==> src/rtl/fetch_unit_pkg.sv <==
// Shared widths, reset PC and fetch-state encoding for the instruction-fetch stage.
package fetch_unit_pkg;

    localparam int unsigned WORD_WIDTH = 32;
    localparam logic [WORD_WIDTH-1:0] RESET_PC = 32'h0000_0000;

    typedef enum logic [1:0] {
        ST_IDLE = 2'd0,
        ST_REQ  = 2'd1,
        ST_EXEC = 2'd2,
        ST_HALT = 2'd3
    } fetch_state_e;

endpackage

==> src/rtl/fetch_unit_next_pc_sel.sv <==
// Next-PC selection from decoder controls: jr > jump > branch > sequential.
module next_pc_sel
    import fetch_unit_pkg::*;
(
    input  logic [WORD_WIDTH-1:0] pc_plus4,
    input  logic [WORD_WIDTH-1:0] inst,
    input  logic [WORD_WIDTH-1:0] rs_data,
    input  logic                  pc_src,
    input  logic                  jump,
    input  logic                  jr,
    output logic [WORD_WIDTH-1:0] next_pc,
    output logic                  misaligned
);

    logic [WORD_WIDTH-1:0] br_off;

    assign br_off = {{14{inst[15]}}, inst[15:0], 2'b00};

    always_comb begin
        next_pc = pc_plus4;
        if (jr) begin
            next_pc = rs_data;
        end else if (jump) begin
            next_pc = {pc_plus4[31:28], inst[25:0], 2'b00};
        end else if (pc_src) begin
            next_pc = pc_plus4 + br_off;
        end
    end

    // Only a register-sourced target can be misaligned in practice.
    assign misaligned = (next_pc[1:0] != 2'b00);

endmodule

==> src/rtl/fetch_unit.sv <==
// Instruction-fetch stage: owns the PC, runs the imem req/ack handshake and holds inst for execute.
//   state | meaning
//   IDLE  | one dead cycle after reset, then request
//   REQ   | imem_req high at pc, waiting for ack (timeout -> HALT)
//   EXEC  | inst valid downstream; leave on !stall with next pc
//   HALT  | fetch error latched, only reset exits
module fetch_unit
    import fetch_unit_pkg::*;
#(
    parameter logic [31:0] RESET_PC      = fetch_unit_pkg::RESET_PC,
    parameter int unsigned FETCH_TIMEOUT = 16,
    parameter int unsigned CNT_WIDTH     = 5
) (
    input  logic        clk,
    input  logic        nrst,
    output logic        imem_req,
    output logic [31:0] imem_addr,
    input  logic        imem_ack,
    input  logic [31:0] imem_rdata,
    output logic [31:0] inst,
    output logic        inst_valid,
    input  logic        stall,
    input  logic        pc_src,
    input  logic        jump,
    input  logic        jr,
    input  logic [31:0] rs_data,
    output logic [31:0] pc,
    output logic [31:0] pc_plus4,
    output logic        fetch_err
);

    localparam logic [CNT_WIDTH-1:0] CNT_LAST = CNT_WIDTH'(FETCH_TIMEOUT - 1);
    localparam logic [CNT_WIDTH-1:0] CNT_ONE  = CNT_WIDTH'(1);

    fetch_state_e          state_q, state_d;
    logic [31:0]           pc_q, pc_d;
    logic [31:0]           inst_q, inst_d;
    logic [CNT_WIDTH-1:0]  cnt_q, cnt_d;
    logic                  err_q, err_d;
    logic [31:0]           next_pc;
    logic                  misaligned;

    assign pc_plus4 = pc_q + 32'd4;

    next_pc_sel u_next_pc_sel (
        .pc_plus4   (pc_plus4),
        .inst       (inst_q),
        .rs_data    (rs_data),
        .pc_src     (pc_src),
        .jump       (jump),
        .jr         (jr),
        .next_pc    (next_pc),
        .misaligned (misaligned)
    );

    always_ff @(posedge clk or negedge nrst) begin
        if (!nrst) begin
            state_q <= ST_IDLE;
            pc_q    <= RESET_PC;
            inst_q  <= 32'h0;
            cnt_q   <= '0;
            err_q   <= 1'b0;
        end else begin
            state_q <= state_d;
            pc_q    <= pc_d;
            inst_q  <= inst_d;
            cnt_q   <= cnt_d;
            err_q   <= err_d;
        end
    end

    always_comb begin
        state_d = state_q;
        pc_d    = pc_q;
        inst_d  = inst_q;
        cnt_d   = cnt_q;
        err_d   = err_q;
        unique case (state_q)
            ST_IDLE: state_d = ST_REQ;
            ST_REQ: begin
                if (imem_ack) begin
                    inst_d  = imem_rdata;
                    cnt_d   = '0;
                    state_d = ST_EXEC;
                end else if (cnt_q == CNT_LAST) begin
                    err_d   = 1'b1;
                    state_d = ST_HALT;
                end else begin
                    cnt_d = cnt_q + CNT_ONE;
                end
            end
            ST_EXEC: begin
                if (!stall) begin
                    if (misaligned) begin
                        err_d   = 1'b1;
                        state_d = ST_HALT;
                    end else begin
                        pc_d    = next_pc;
                        state_d = ST_REQ;
                    end
                end
            end
            ST_HALT: state_d = ST_HALT;
            default: state_d = ST_IDLE;
        endcase
    end

    assign imem_req   = (state_q == ST_REQ);
    assign imem_addr  = pc_q;
    assign inst       = inst_q;
    assign inst_valid = (state_q == ST_EXEC);
    assign pc         = pc_q;
    assign fetch_err  = err_q;

endmodule

==> config.mk <==
export PLATFORM = sky130hd
export DESIGN_NAME = fetch_unit
export DESIGN_NICKNAME = d
export VERILOG_FILES = /design/src/rtl/fetch_unit_pkg.sv /design/src/rtl/fetch_unit_next_pc_sel.sv /design/src/rtl/fetch_unit.sv
export SDC_FILE = /design/constraint.sdc
export NUM_CORES = 1
export LEC_CHECK = 0
export ABC_AREA = 1
export CAP_MARGIN = 20
export CORE_AREA = 2 2 153 155
export DETAILED_ROUTE_END_ITERATION = 12
export DIE_AREA = 0 0 155 157
export PLACE_DENSITY_LB_ADDON = 0.3
export SLEW_MARGIN = 30
export SYNTH_ARGS = -nofsm -noshare
export SYNTH_HDL_FRONTEND = slang
export SYNTH_HIERARCHICAL = 1
export SYNTH_SLANG_ARGS = --single-unit
==> constraint.sdc <==
create_clock -name clk -period 2.55 [get_ports clk]
set_input_delay 0.3825 -clock clk [delete_from_list [all_inputs] [get_ports clk]]
set_output_delay 0.3825 -clock clk [all_outputs]
set_load 0.02 [all_outputs]
==> summary.md, run 1 <==
| Metric | Value |
|---|---|
| F_max | 343.9 MHz |
| Final Critical Period | between 2000 and 3000 ps |
| Critical path's slowest cell | dfrtp_2 |
| Critical-path cell list | ha_4 > nand2_4 > nor2_4 > nand2_1 > nor2_2 > buf_6 > xor2_4 > ha_4 > nand2_2 > nand2_2 > o21bai_4 > a21oi_4 > nor2_1 > nor2_1 > nand2_1 > nand2_1 > nand3_2 > nand2_1 > nand2_1 > nor2_1 > a21oi_1 |
| Register area share after synthesis | 26.70% |
| Vias in the first global route | 8565 |
| Clock slew at reported path FFs | 60 ps |
| Syn Inst Count | 1098 |
| Pwr Density | between 1000 and 1500 nW/um^2 |
| Initial antenna violation count | 0 |
| Placed insts | 1710 |
| Initial Utilization | 29.99% |
| CTS Root Cell | clkbuf_16 |
| Fin Setup TNS | -6003 ps |
| Startpoint types | flop |
| IO Count | about 200 |
| # DRC | 0 |
| Dpl hpwl | around 23 mm |
| Final cell count without fillers | 1771 |
| Final period utilization | 114.0% |
| Rows | 55 |
| Top cell type's share of synthesized area | roughly a quarter |
| RR Endpoint | imem_addr[29] |
| Vias | about 8600 |
| Critical Path Max Stage Delay | 420 ps |
| Crit path top cell by count | nand2_1 |
| Post-synth EDFFs | 0 |
| Worst setup path class | flop to flop |
| Htree depth | 3 |
| HP Class | input port to async pin |
| Slew margin rel. | approximately two fifths |
| Avg Vias per Cell | 4.859 |
| Syn_area_per_cell | 6.145 sq um |
| Final hold slack | 26.61 ps |
| WL per Instance | 16.88 um |
| Mapped Area | 6748 sq um |
| VDD IR-drop max | 650.8 uV |
| Largest net degree at the start of global routing | 45 |
| Drt initial violations | around 660 |
| Share of cells above drive strength 1 | 38.43% |
| Synth async-reset ratio | between 90% and 100% |
| Max-Cap Viols | 0 |
| Final worst slack | -357.7 ps |
| ANT cells | 0 |
| Aggregate global routing overflow | 0 |
| Synthesis Warnings | 6 |
| CTS Buffer Depth | 2 |
| Die W | 155 um |
| Layout area overhead | 86.59% |
| Critical path required time | 2780 ps |
| Area leader, netlist | dfrtp_1 |
| Synth cell types | 42 |
| Status | complete, but fails checks |
| Final Slew Violations | 0 |
| Drt pass-1 iters | 5 |
| Final setup viols | 25 |
| RSZ-0062 raised after global routing | true |
| Critical path capture point type | flop |
| Total clock sinks | approximately 70 |
| CTS Buf Count | 9 |
| Top post-synthesis cells by area | dfrtp_1 27%, nand2_1 22%, nor2_1 8.8% |
| WP data arrival | 3140 ps |
| Worst Reg2Reg Path Length in Cells | 21 |
| Syn_nets | roughly 1200 |
| R2r startpoint | imem_addr[2] |
| Worst Path Max Fanout | 4 |
| GRT Resource Usage Total | 24.62% |
| Routability cong. | 0.9622 |
| Critical Path Start | imem_addr[2] |
| Clk_skew | 8.591 ps |
| Hold Violations, Final | 0 |
| Reg2reg setup slack | -360 ps |
| Final #Nets | between 1500 and 2000 |
| Slew @ Worst Pin | 884.8 ps |
| Detailed Route WL | 29.89 mm |
| Failing checks | setup timing |
| Worst path bufs/invs | 1 |
| CTS tree | done |
| Worst path top cell family by delay | simple AND/OR/NAND/NOR gates |
| Setup crit end | imem_addr[29] |
| Critical path depth | 21 |
| First-pass GRT wire length | 46.58 mm |
| Clk Latency, worst-skew pair | 350 ps |
| PortBufs | 201 |
| Die ar. | between 20000 and 25000 sq um |
| Post-DRT Antenna Nets | 0 |
| Leakage | 6.029 nW |
| Die height | 157 um |
| Dominant synthesized flop cell | dfrtp_1 |
| Yosys reg bits | 72 |
| Placeable Area | 22500 sq um |
[how the worst min path moves through the flow]
stage               start  endpoint  slack (ps)
CTS                  nrst  inst[27]          50
finish               nrst  inst[27]          30
global placement     nrst  inst[27]         440
detailed placement   nrst  inst[27]         430
floorplan            nrst  cnt_q[0]          90
global route         nrst  inst[27]          80
[cells in the final DEF, fill, tap and decap left out, drive strengths merged]
master	count
a22o	1
a21boi	1
a21o	3
dfrtp	72
xor2	19
buf	244
bufinv	1
nand3	66
clkinvlp	2
nor2	174
nand2	414
o21ai	28
clkbuf	16
nand4	8
a22oi	2
ha	32
o21bai	4
or2	2
and3	1
a211oi	1
inv	88
xnor2	8
a21oi	83
and2	6
nand3b	9
o221ai	1
fa	1
clkdlybuf4s15	7
o211ai	3
dlygate4sd2	8
dlymetal6s2s	1
clkdlybuf4s50	172
nor3	5
clkinv	3
[sequential cells by signal, indices dropped and copies added, names as in the netlist]
register   flops
fetch_err      1
cnt_q          5
state_q        2
inst          32
imem_addr     32
[final cells by class]
cell class	instances	area, sq um
Fill cell	2078	9912
Multi-Input combinational cell	872	5874
Timing Repair Buffer	438	3910
Sequential cell	72	1815
Tap cell	285	356.6
Inverter	88	336.6
Clock buffer	10	229.0
Clock inverter	6	68.82
[metrics by stage]
step           total power, mW  worst slack, ps  area (sq um)  utilization [%]
6_report                 18.17           -357.7         12590            55.95
5_1_grt                  19.36           -555.5         12590            55.95
3_3_place_gp             14.05           -545.7         10800            48.01
4_1_cts                  16.96           -369.1         11990            53.26
3_5_place_dp             14.09           -538.8         10800            48.01
2_1_floorplan            8.632           -302.5          7310                -
[routing by layer]
metal  track usage, %  share of wire, %  vias to the layer above  routed length (um)
met1            32.83                44                     4023               13180
met3            4.213               6.1                       53                1814
li1                 -                 -                     4206                   -
met4            9.215               3.2                        0                 949
met5                0                 0                        -                   0
met2            40.00                47                      324               13940
[worst reg2reg max path: cells and delay by family, from the launching register on]
family	cells	cell delay, ps
buffers and inverters	1	160
XOR/XNOR	1	190
adder cells (fa/ha/maj)	2	430
flip-flops	1	420
AO/OA/AOI/OAI	3	400
AND/OR/NAND/NOR	14	1190
[Yosys cell counts, types with 5 or more instances]
cell	count
a21oi_1	82
buf_2	13
buf_4	36
clkbuf_1	16
dfrtp_1	72
ha_1	32
inv_1	87
nand2_1	403
nand2_2	10
nand3_1	65
nand3b_1	9
nand4_1	8
nor2_1	158
nor2_2	8
nor2_4	7
nor3_1	5
o21ai_0	24
xnor2_1	8
xor2_1	18
[power by group]
part           internal [mW]  switching, mW
Combinational           6.88           7.70
Clock                  0.764          0.559
Sequential              1.67          0.601
Total                   9.31           8.86
[cell families after synthesis]
family,count (synthesis),synth area share (%)
simple gates,685,42.48
fa+ha+maj,33,6.230
buf+inv,154,10.87
compound gates,127,10.11
xor+xnor,27,3.616
flops,72,26.70
[repair_timing]
action | in CTS | in global routing
hold endpoints to repair | 0 | 0
hold buffers | 0 | 0
setup buffers | 29 | 19
resized for setup | 218 | 156
setup endpoints to repair | 52 | 46
pin swaps | 97 | 130
No activity file was read; power rests on OpenSTA's default activity.
==> run 2, diff against run 1 <==
- CTS_CLUSTER_SIZE: default -> 16
- REMOVE_ABC_BUFFERS: default -> 1
==> run 2 against run 1 <==
Against the previous run: the run still ends with setup timing left; cell count down 0.40%; combinational power about the same; hold slack better by 15 ps; worst setup slack worse by 91 ps; clock-buffer cell count unchanged; sequential power down 2%; sequential share of layout area up 0.19 points; critical path depth down 2; core utilization down 1.1 points; power up 0.75%; routed wire length up 4.2%; largest power group unchanged.
==> summary.md, run 2 (synthesized netlist as in run 1, its figures left out) <==
| Metric | Value |
|---|---|
| Critical path required time | 2840 ps (+60 ps) |
| Final Slew Violations | 0 (unchanged) |
| Drt pass-1 iters | 5 (unchanged) |
| Reg2reg setup slack | -450 ps (-90 ps) |
| Worst setup path class | flop to flop |
| Startpoint types | flop |
| Critical path's slowest cell | dfrtp_1 |
| Placeable Area | 22500 sq um (unchanged) |
| Aggregate global routing overflow | 0 (unchanged) |
| Total chip power | 18.31 mW (+0.75%) |
| RR Endpoint | imem_addr[17] |
| Htree depth | 3 (unchanged) |
| Worst Reg2Reg Path Length in Cells | 19 (-9.5%) |
| Rows | 55 (unchanged) |
| Slew @ Worst Pin | 800.6 ps (-84.24 ps) |
| Vias | 8859 (+2.9%) |
| Dpl hpwl | 22.12 mm (-3.2%) |
| Clk Latency, worst-skew pair | 350 ps (about the same) |
| Avg Vias per Cell | 5.022 (+3.3%) |
| Final #Nets | 1578 (-0.44%) |
| Number of hold buffers added after CTS | 0 (unchanged) |
| Failing checks | setup timing |
| Status | complete, but fails checks |
| F_max | 333.5 MHz (-3.0%) |
| Final worst slack | -448.7 ps (-91.03 ps) |
| WP data arrival | 3280 ps (+140 ps) |
| Hold Violations, Final | 0 (unchanged) |
| Critical-path cell list | ha_4 > nand2_4 > nor2_4 > nand2_4 > nor2_4 > buf_6 > xor2_4 > ha_4 > nand2_2 > nand2_2 > o21bai_4 > a21oi_2 > nand2_2 > xnor2_1 > nand2_1 > nand2_1 > a21oi_2 > nand3_1 > nand2_1 |
| ANT cells | 0 (unchanged) |
| CTS tree | done |
| Max-Cap Viols | 0 (unchanged) |
| Final period utilization | 117.6% (+3.6 points) |
| Initial Utilization | 29.99% (unchanged) |
| Die height | 157 um (unchanged) |
| IO Count | 202 (unchanged) |
| Critical path capture point type | flop |
| VDD IR-drop max | 663.2 uV (+1.9%) |
| Pwr Density | 1482 nW/um^2 (+2.7%) |
| Commonest non-fill, non-tap cell in the layout | nand2_1 |
| GRT Resource Usage Total | 23.76% (-0.86 points) |
| Die ar. | 24340 sq um (unchanged) |
| HP Class | input port to async pin |
| Routability cong. | 0.9860 (+2.5%) |
| RSZ-0062 raised after global routing | true |
| # DRC | 0 (unchanged) |
| Clock slew at reported path FFs | 70 ps (about the same) |
| PortBufs | 201 (unchanged) |
| Drt initial violations | 860 (+31%) |
| Final Critical Period | 2999 ps (+91.03 ps) |
| Final setup viols | 23 (-8.0%) |
| Clk_skew | 10.08 ps (+1.487 ps) |
| Final core occ | 54.90% (-1.1 points) |
| Largest net degree at the start of global routing | 73 (+62%) |
| Vias in the first global route | 8547 (-0.21%) |
| Total clock sinks | 72 (unchanged) |
| Share of cells above drive strength 1 | 36.98% (-1.4 points) |
| Initial antenna violation count | 0 (unchanged) |
| First-pass GRT wire length | 45.11 mm (-3.2%) |
| CTS Buffer Depth | 2 (unchanged) |
| Leakage | 5.965 nW (-1.1%) |
| Commonest non-fill, non-tap cells in the layout | 320 x nand2_1, 204 x buf_4, 173 x clkdlybuf4s50_1 |
| Critical Path Max Stage Delay | 410 ps (about the same) |
| R2r startpoint | imem_addr[2] |
| Final hold slack | 41.79 ps (+15.18 ps) |
| Post-DRT Antenna Nets | 0 (unchanged) |
| Slew margin rel. | 46.43% (+5.6 points) |
| CTS Buf Count | 9 (unchanged) |
| Detailed Route WL | 31.14 mm (+4.2%) |
| Worst Path Max Fanout | 4 (unchanged) |
| Layout area overhead | 83.07% |
| Die W | 155 um (unchanged) |
| CTS Root Cell | clkbuf_16 |
| Fill count | 2002 (-3.7%) |
| WL per Instance | 17.65 um (+4.6%) |
## run 2: changes by cell type in the layout (fill, tap and decap cells not counted), moves of 7 or more
cell,change
a21oi_2,+8
nand2_1,+10
nand2_4,-8
dfrtp_1,+9
dfrtp_2,-9
nor2_2,-7
## run 2: how the worst max path moves through the flow
| stage | start | to | cells after the start |
|---|---|---|---|
| CTS | imem_addr[3] | imem_addr[15] | 20 |
| finish | imem_addr[2] | imem_addr[17] | 19 |
| detailed placement | imem_addr[2] | imem_addr[15] | 17 |
| global route | imem_addr[2] | imem_addr[28] | 21 |
| global placement | imem_addr[2] | imem_addr[15] | 17 |
| floorplan | imem_addr[3] | imem_addr[31] | 19 |
## run 2: where the power goes
part | switching [mW] | internal (mW)
sequential | 0.567 | 1.65
clock | 0.545 | 0.687
combinational | 7.94 | 6.92
total | 9.05 | 9.26
## run 2: timing repair
item	4_1_cts	5_1_grt
resized for setup	254	184
endpoints found under the setup margin	47	50
setup buffers	21	22
pin swaps	85	117
## run 2: layout make-up
class                      instances  area (sq um)  share of cell area [%]
clock buffer                      10         239.0                   1.935
clock inverter                     6         45.04                  0.3646
timing repair buffer             431          3832                   31.02
inverter                          88         332.8                   2.694
tap                              285         356.6                   2.887
sequential                        72          1804                   14.61
multi-input combinational        872          5743                   46.49
## run 2: through the flow
step                      worst slack [ps]  setup TNS, ps  area [sq um]  std cells
final                               -448.7          -7404         12350       1764
after detailed placement            -876.1         -14030         10170       1707
after CTS                           -372.2          -6893         11600       1744
after floorplan                     -837.0         -17420          6345       1032
after global placement              -848.6         -12840         10170       1707
after global routing                -581.9         -11220         12350       1764
## run 2: layer usage
layer | GRT usage (%) | wire (um)
met5 | 0 | 0
met4 | 7.540 | 1130
met3 | 4.956 | 2515
met2 | 40.32 | 15140
met1 | 30.28 | 12350
## run 2: worst max-delay path: cells and delay by family (launching register included)
kind,cells,cell delay (ps)
DFF,1,410
adders and majority gates,2,450
and+or+nand+nor,11,990
xor gates and xnor gates,2,340
buffers and inverters,1,120
AOI/OAI and AO/OA,3,590
